<file path="src/rtl/rv32_muldiv_sequencer.sv">
// Iterative RV32 M-extension unit: shift-add multiply, restoring divide,
// and the sequencer that stalls exec while an op is in flight.
module rv32_muldiv_sequencer #(
  parameter int unsigned BITS_PER_CYCLE = 1
) (
  input  logic        clk,
  input  logic        reset,
  input  logic        start,
  input  logic [2:0]  op,
  input  logic [31:0] rs1,
  input  logic [31:0] rs2,
  input  logic        flush,
  input  logic        hold,
  output logic        stall_req,
  output logic        result_valid,
  output logic [31:0] result,
  output logic        busy
);

  localparam int unsigned STEPS = 32 / BITS_PER_CYCLE;
  localparam int unsigned CNT_W = 6;
  localparam logic [CNT_W-1:0] CNT_LOAD = CNT_W'(STEPS - 1);

  localparam logic [1:0] S_IDLE  = 2'd0;
  localparam logic [1:0] S_CALC  = 2'd1;
  localparam logic [1:0] S_FIXUP = 2'd2;
  localparam logic [1:0] S_DONE  = 2'd3;

  logic [1:0]       state, state_nxt;
  logic [CNT_W-1:0] cnt;
  logic [63:0]      acc, acc_step;
  logic [31:0]      opnd;
  logic [2:0]       op_q;
  logic             neg_lo, neg_hi;
  logic             rs1_signed, rs2_signed, neg1, neg2;
  logic [31:0]      mag1, mag2;
  logic             div_zero, div_ovf, special;
  logic [31:0]      special_val, fix_val;
  logic [63:0]      prod_fix;
  logic [31:0]      quo_fix, rem_fix;
  logic             accept, calc_en, fix_en;

  // One iteration: multiply keeps {partial sum, multiplier} in acc; divide keeps {remainder, quotient}.
  function automatic logic [63:0] mul_div_step(input logic [63:0] p, input logic [31:0] d,
                                               input logic is_div);
    logic [32:0] sum;
    logic [32:0] rr;
    if (!is_div) begin
      sum = {1'b0, p[63:32]} + (p[0] ? {1'b0, d} : 33'd0);
      mul_div_step = {sum, p[31:1]};
    end else begin
      rr = {p[63:32], p[31]};
      if (rr >= {1'b0, d}) mul_div_step = {32'(rr - {1'b0, d}), p[30:0], 1'b1};
      else                 mul_div_step = {rr[31:0], p[30:0], 1'b0};
    end
  endfunction

  // Operand magnitudes, signs and divide special cases
  always_comb begin
    rs1_signed  = (op != 3'd3) && (op != 3'd5) && (op != 3'd7);
    rs2_signed  = rs1_signed && (op != 3'd2);
    neg1        = rs1_signed & rs1[31];
    neg2        = rs2_signed & rs2[31];
    mag1        = neg1 ? -rs1 : rs1;
    mag2        = neg2 ? -rs2 : rs2;
    div_zero    = op[2] && (rs2 == 32'h0);
    div_ovf     = op[2] && !op[0] && (rs1 == 32'h8000_0000) && (rs2 == 32'hFFFF_FFFF);
    special     = div_zero | div_ovf;
    special_val = div_zero ? (op[1] ? rs1 : 32'hFFFF_FFFF)
                           : (op[1] ? 32'h0 : 32'h8000_0000);
  end

  always_comb begin
    acc_step = acc;
    for (int unsigned i = 0; i < BITS_PER_CYCLE; i++)
      acc_step = mul_div_step(acc_step, opnd, op_q[2]);
  end

  // Sign correction and word select
  always_comb begin
    prod_fix = neg_lo ? -acc : acc;
    quo_fix  = neg_lo ? -acc[31:0] : acc[31:0];
    rem_fix  = neg_hi ? -acc[63:32] : acc[63:32];
    case (op_q)
      3'd0:                fix_val = prod_fix[31:0];
      3'd1, 3'd2, 3'd3:    fix_val = prod_fix[63:32];
      3'd4, 3'd5:          fix_val = quo_fix;
      default:             fix_val = rem_fix;
    endcase
  end

  always_ff @(posedge clk or posedge reset) begin
    if (reset) state <= S_IDLE;
    else       state <= state_nxt;
  end

  always_comb begin
    state_nxt    = state;
    stall_req    = 1'b0;
    result_valid = 1'b0;
    case (state)
      S_IDLE: begin
        if (start) begin
          stall_req = 1'b1;
          state_nxt = special ? S_DONE : S_CALC;
        end
      end
      S_CALC: begin
        stall_req = 1'b1;
        if (cnt == '0) state_nxt = S_FIXUP;
      end
      S_FIXUP: begin
        stall_req = 1'b1;
        state_nxt = S_DONE;
      end
      S_DONE: begin
        result_valid = 1'b1;
        if (!hold) state_nxt = S_IDLE;
      end
      default: state_nxt = S_IDLE;
    endcase
    // A squashed instruction wins over everything, including a fresh start
    if (flush) begin
      state_nxt    = S_IDLE;
      stall_req    = 1'b0;
      result_valid = 1'b0;
    end
    if (reset) stall_req = 1'b0;
  end

  assign accept  = (state == S_IDLE) && start && !flush;
  assign calc_en = (state == S_CALC) && !flush;
  assign fix_en  = (state == S_FIXUP) && !flush;
  assign busy    = (state != S_IDLE);

  always_ff @(posedge clk or posedge reset) begin
    if (reset) begin
      cnt    <= '0;
      acc    <= '0;
      opnd   <= '0;
      op_q   <= '0;
      neg_lo <= 1'b0;
      neg_hi <= 1'b0;
      result <= '0;
    end else if (accept) begin
      op_q   <= op;
      opnd   <= op[2] ? mag2 : mag1;
      acc    <= op[2] ? {32'h0, mag1} : {32'h0, mag2};
      neg_lo <= neg1 ^ neg2;
      neg_hi <= neg1;
      cnt    <= CNT_LOAD;
      if (special) result <= special_val;
    end else if (calc_en) begin
      acc <= acc_step;
      cnt <= cnt - CNT_W'(1);
    end else if (fix_en) begin
      result <= fix_val;
    end
  end

endmodule

</file>
<file path="config.mk">
export PLATFORM = sky130hd
export DESIGN_NAME = rv32_muldiv_sequencer
export DESIGN_NICKNAME = d
export VERILOG_FILES = /design/src/rtl/rv32_muldiv_sequencer.sv
export SDC_FILE = /design/constraint.sdc
export NUM_CORES = 1
export LEC_CHECK = 0
export CORE_ASPECT_RATIO = 1.25
export CORE_MARGIN = 2
export CORE_UTILIZATION = 28
export DETAILED_ROUTE_END_ITERATION = 16
export SYNTH_ARGS = -nofsm -noshare
export SYNTH_HDL_FRONTEND = slang
export SYNTH_SLANG_ARGS = --single-unit
</file>
<file path="constraint.sdc">
create_clock -name clk -period 5.4 [get_ports clk]
set_input_delay 0.81 -clock clk [delete_from_list [all_inputs] [get_ports clk]]
set_output_delay 0.81 -clock clk [all_outputs]
set_load 0.01 [all_outputs]
</file>
# [Word-level counts from Yosys, hierarchy flattened]
# Index checks and enable logic that the tools add are counted.
[word_totals] ff_bits=141 word_cells=99
[op_classes] n_eq_ne=19 reduce_logical=25 magnitude_cmp=1 n_bitwise=4 add_sub_neg=8 muxes=34
[ops] op="$mux W32" count=14
[ops] op="$mux W64" count=5
[ops] op="$neg A32 Y32" count=4
[ops] op="$pmux W32 S3" count=1
[ops] op="$eq A32 B32 Y1 const B" count=2
[ops] op="$neg A64 Y64" count=1
[ops] op="$add A32 B32 Y33" count=1
[ops] op="$ge A33 B32 Y1" count=1
[ops] op="$logic_not A32 Y1" count=1
[ops] op="$sub A32 B32 Y32" count=1
[ops] op="$ne A3 B3 Y1 const B" count=5
[ops] op="$mux W6" count=2
[ops] op="$logic_and A1 B1 Y1" count=11
[ops] op="$mux W2" count=5
[ops] op="$pmux W2 S4" count=1
[ops] op="$eq A3 B2 Y1 const B" count=2
[ops] op="$eq A3 B3 Y1 const B" count=2
[ops] op="$logic_not A6 Y1" count=1
[ops] op="$ne A3 B2 Y1 const B" count=2
[ops] op="$reduce_and A3 Y1" count=2
[ops] op="$reduce_bool A2 Y1" count=3
[ops] op="$sub A6 B1 Y6 const B" count=1
[ops] op="$mux W1" count=5
[ops] op="$eq A2 B2 Y1 const B" count=2
[ops] op="other kinds (12)" count=16

# [Longest topological paths before layout]
[logic_depth] depth_word=9 mapped_depth=15 mapped_depth_nobuf=14

# [Worst setup path after synthesis]
# OpenSTA, ideal clock, no wires.
[synth_path] path_type="flip-flop to flip-flop" from="register acc[33]" to="register result[24]" arrival_ps=3613 n_path_buf=1 path_slack_ps=1669 path_stages_with_launch=14 setup_ps=118 path_cell_list="dfrtp_1 -> inv_1 -> ha_1 -> or3b_4 -> or3_4 -> or4_4 -> or4_1 -> buf_2 -> or3_4 -> o21ai_2 -> xnor2_1 -> a222oi_1 -> a21oi_1 -> a21o_1"
[synth_between] elab_chain_len=6 elab_cells_between_ends=8 cone_classes="2 x add/sub; 6 x mux"
[synth_rtl] element="start, declared" line="31" rtl="logic [63:0] acc, acc_step;"
[synth_rtl] element="start signal, assigned" line="148" rtl="acc <= op[2] ? {32'h0, mag1} : {32'h0, mag2};"
[synth_rtl] element="start signal, assigned" line="154" rtl="acc <= acc_step;"
[synth_rtl] element="$neg A64 Y64 / $neg A32 Y32 (equally long branches)" line="81, 83"
[synth_rtl] element="$mux W64 / $mux W32 (equally long branches)" line="81, 83"
[synth_rtl] element="$pmux W32 S3 *" line="84" rtl="case (op_q)"
[synth_rtl] element="$mux W32 *" line="156" rtl="end else if (fix_en) begin"
[synth_rtl] element="$mux W32 *" line="153" rtl="end else if (calc_en) begin"
[synth_rtl] element="$mux W32 *" line="145" rtl="end else if (accept) begin"
[synth_rtl] element="end signal, assigned" line="152" rtl="if (special) result <= special_val;"
[synth_rtl] element="end signal, assigned" line="157" rtl="result <= fix_val;"
[synth_rtl] element="end, declared" line="16" rtl="output logic [31:0] result,"
# Every way passes the cells marked *; elsewhere a longest branch is shown, timed or not. The select of a mux whose other input is x is not followed.
# A chain may end at the register's enable or synchronous reset.

# [Worst setup path in the final report]
[layout_path] from="input rs2[0]" to="register result[5]"
[layout_between] elab_chain_len=5 elab_cells_between_ends=10 cone_classes="2 x eq/ne; 3 x mux; 1 x bitwise; 4 x reduce/logical"
[layout_rtl] element="start, declared" line="11" rtl="input logic [31:0] rs2,"
[layout_rtl] element="$eq A32 B32 Y1 / $logic_not A32 Y1 (equally long branches)" line="67, 66"
[layout_rtl] element="$logic_and A1 B1 Y1, on equally long branches" line="67, 66"
[layout_rtl] element="$or A1 B1 Y1 / $mux W32 (equally long branches)" line="68, 69"
[layout_rtl] element="$ne A2 B2 Y1 (no source line) / $mux W32 (equally long branches)"
[layout_rtl] element="$reduce_and A3 Y1 (no source line) / $mux W32 (equally long branches)"
# Several ways; a longest one is shown, not always the timed one. The select of a mux whose other input is x is not followed.

==> metrics.md <==
| Metric | Value |
|---|---|
| Outcome | `finished, final reports clean` |
| Share of layout cells above drive strength 1 | `4.748%` |
| Post-CTS Setup Bufs | `0` |
| Routed wl met2 | `27.58 mm` |
| Post-synth EDFFs | `0` |
| Met3 routed WL | `2.848 mm` |
| Yosys reg bits | `141` |
| Final WL | `56.55 mm` |
| Post-synthesis async set-or-reset flop share | `100.0%` |
| P_leak | `0.006852 uW` |
| Fin crit share | `82.59%` |
| Overall Global Routing Usage | `20.53%` |
| Post-synthesis sequential area ratio | `24.06%` |
| Maximum clock path buffer count | `2` |
| Instance count of the mapped netlist | `1998` |
| Logic pwr share | `67.9%` |
| Final TNS setup | `0 ns` |
| Area Overhead vs Synth | `14.97%` |
| Antenna Diode Count | `0` |
| Worst hold slack | `0.4814 ns` |
| CTS tree | `built` |
| TritonRoute pass-1 iters | `5` |
| Post-CTS Hold Buffers | `0` |
| Routability Congestion | `0.9644` |
| Final net count | `2158` |
| Largest net degree at the start of global routing | `110` |
| WP data required | `5.75 ns` |
| Avg Inst Size Synth | `7.340 um2` |
| Fin Clk Skew | `0.01418 ns` |
| Place WS | `0.5879 ns` |
| Final Max Slew Viols | `0` |
| Seq pwr share | `20.9%` |
| Total of max-cap violations | `0` |
| Final Worst Setup Slack | `0.9402 ns` |
| Peak supply drop | `0.2859 mV` |
| Fin. Hold Viols | `0` |
| Worst Setup Start Kind | `input port` |
| WP data arrival | `4.81 ns` |
| Mapped Area | `14670 um2` |
| Die area | `54230 um2` |
| Horiz. Die Dim | `208.7 um` |
| Row cnt | `93` |
| Vias/cell | `5.690` |
| M1 WL | `23.08 mm` |
| Worst Hold Class | `flop to flop` |
| Io pins | `107` |
| Fillcell total | `5591` |
| Switch Pwr | `5880 uW` |
| Drc violations | `0` |
| Final Critical Period | `4.460 ns` |
| Distinct cells, synth | `71` |
| Main flop type after synthesis | `dfrtp_1` |
| Pwr Density | `649.0 nW/um2` |
| # port buffers | `106` |
| Slew @ Worst Pin | `1.045 ns` |
| CP Max Fanout | `23` |
| Total gr overflow | `0` |
| Internal cell power | `5063 uW` |
| H-tree levels | `4` |
| Slew headroom | `29.43%` |
| Clock root cell | `clkbuf_16` |
| Unrepaired setup endpoints after global routing | `false` |
| Yosys warnings | `0` |
| CTS buffer count | `17` |
| Antenna violations before repair | `0` |
| Fmax | `0.2242 GHz` |
| Post-DP HPWL | `44.15 mm` |
| Final setup vio count | `0` |
| Clk Latency, worst-skew pair | `0.46 ns` |
| Clock power frac | `11.1%` |
| Clock-pin slew on the worst setup and hold paths | `0.07 ns` |
| Post-route ant nets | `0` |
| Via count | `15.29k` |
| Setup crit end kind | `flop` |
| Max layer used | `met4` |
| Die Height | `259.9 um` |
| Vias in the first global route | `14.69k` |
| Sw Ratio | `53.73%` |
| Kind of critical path | `input port to flop` |
| Core ar. | `51660 um2` |
| Initial core utilization | `28.39%` |
| Post-cts resize count | `0` |
| Syn_nets | `2147` |
| Drt wl/cell | `21.04 um` |
| DRT iter0 DRCs | `1193` |
| First-pass GRT wire length | `86.50 mm` |
| # clock sinks | `141` |
-- worst max-delay path, cell delays in order --
cell and delay (ns):
clkdlybuf4s50_1 0.48, inv_1 0.09, ha_1 0.18, nor4b_1 0.45, nand2_1 0.28, nor3_1 0.53, nand3_1 0.34, or2_2 0.40
o21ai_0 0.15, nand3_1 0.13, a21o_1 0.44, buf_4 0.33, a21o_1 0.19
-- cell families after synthesis --
| logic type | count (synthesis) | synth area share (%) |
|---|---|---|
| buf+inv | 217 | 5.691 |
| flops | 141 | 24.06 |
| mux | 56 | 3.831 |
| xor+xnor | 180 | 10.75 |
| simple gates | 641 | 20.44 |
| compound gates | 686 | 28.56 |
| fa+ha+maj | 77 | 6.672 |
-- worst paths after layout --
| kind | slack (ns) | startpoint | end | cells past startpoint |
|---|---|---|---|---|
| max | 0.94 | rs2[0] | result[5] | 13 |
| min | 0.48 | opnd[7] | opnd[7] | 2 |
| max reg2reg | 1.12 | acc[33] | result[24] | 12 |
| min reg2reg | 0.48 | opnd[7] | opnd[7] | 2 |
| max in group asynchronous | 3.65 | reset | acc[39] | 3 |
| min in group asynchronous | 0.93 | reset | state[0] | 2 |
-- through the flow --
step                power (uW)  area [um2]  instances  utilization (%)
detailed placement        9571       16270       2655            31.50
CTS                      10850       16860       2687            32.64
global placement          9506       16270       2655            31.50
finish                   10940       16860       2687            32.64
floorplan                 7268       14670       1998                -
global route             11750       16860       2687            32.64
-- cell type report --
type | count | area (um2) | share of cell area, %
inverters | 73 | 279.0 | 1.655
flip-flops and latches | 141 | 3531 | 20.94
clock buffers | 18 | 439.2 | 2.605
clock inverters | 14 | 150.1 | 0.8905
multi-input cells | 1640 | 10320 | 61.21
repair buffers | 136 | 1309 | 7.762
well taps | 665 | 832.0 | 4.935
-- layout by cell type, fill, tap and decap left out, drive strengths merged, types with 11 or more instances in the layout --
cell	synthesis	routed
a211oi	11	11
a21o	35	35
a21oi	190	190
buf	14	31
clkbuf	130	18
clkdlybuf4s50	0	105
dfrtp	141	141
ha	75	75
inv	73	81
mux2i	55	55
nand2	252	252
nand2b	19	19
nand3	27	27
nand4	24	24
nor2	165	165
nor2b	11	11
nor3	28	28
nor4	20	20
o211ai	42	42
o21ai	238	238
o221ai	38	38
o22ai	11	11
o31ai	26	26
o41ai	15	15
or2	14	14
or3	22	22
or4	23	23
xnor2	98	98
xor2	82	82
-- synth_stat cells (10+ instances only) --
master    count  area (um2)
nor2_1      165       619.3
mux2i_1      55       550.5
o211ai_1     42       315.3
o221ai_1     38       332.8
a211oi_1     11       82.58
a21oi_1     190       950.9
a21o_1       35       262.8
nand3_1      27       135.1
or4_1        22       165.2
dfrtp_1     141        3528
inv_1        73       274.0
xor2_1       82       718.2
clkbuf_1    129       484.2
nor2b_1      11       68.82
ha_1         75       938.4
o22ai_1      11       68.82
nand2b_1     18       112.6
nand4_1      24       150.1
o21bai_1     10       75.07
o31ai_1      26       195.2
o41ai_1      15       131.4
nand2_1     252       945.9
nor3_1       28       140.1
a221oi_1     10       87.58
nor4_1       20       125.1
o21ai_0     236        1181
xnor2_1      98       858.3
or2_2        14       87.58
or3_1        20       125.1
-- power by group through the flow --
stage	clock [uW]	sequential [uW]	combinational [uW]
floorplan	0	1870	5400
global placement	0	2280	7220
detailed placement	0	2290	7280
CTS	1240	2280	7330
global route	1280	2360	8110
finish	1220	2290	7430
-- state kept, by name, indices dropped and copies added (netlist names) --
signal / count
cnt: 6
op_q: 3
acc: 64
opnd: 32
state: 2
neg_lo: 1
result: 32
neg_hi: 1
-- layer usage --
| layer | GRT usage (%) | vias up |
|---|---|---|
| li1 | - | 7250 |
| met1 | 24.34 | 7335 |
| met2 | 35.98 | 585 |
| met3 | 2.331 | 119 |
| met4 | 11.81 | 0 |
| met5 | 0 | - |
(Power assumes the default switching activity.)
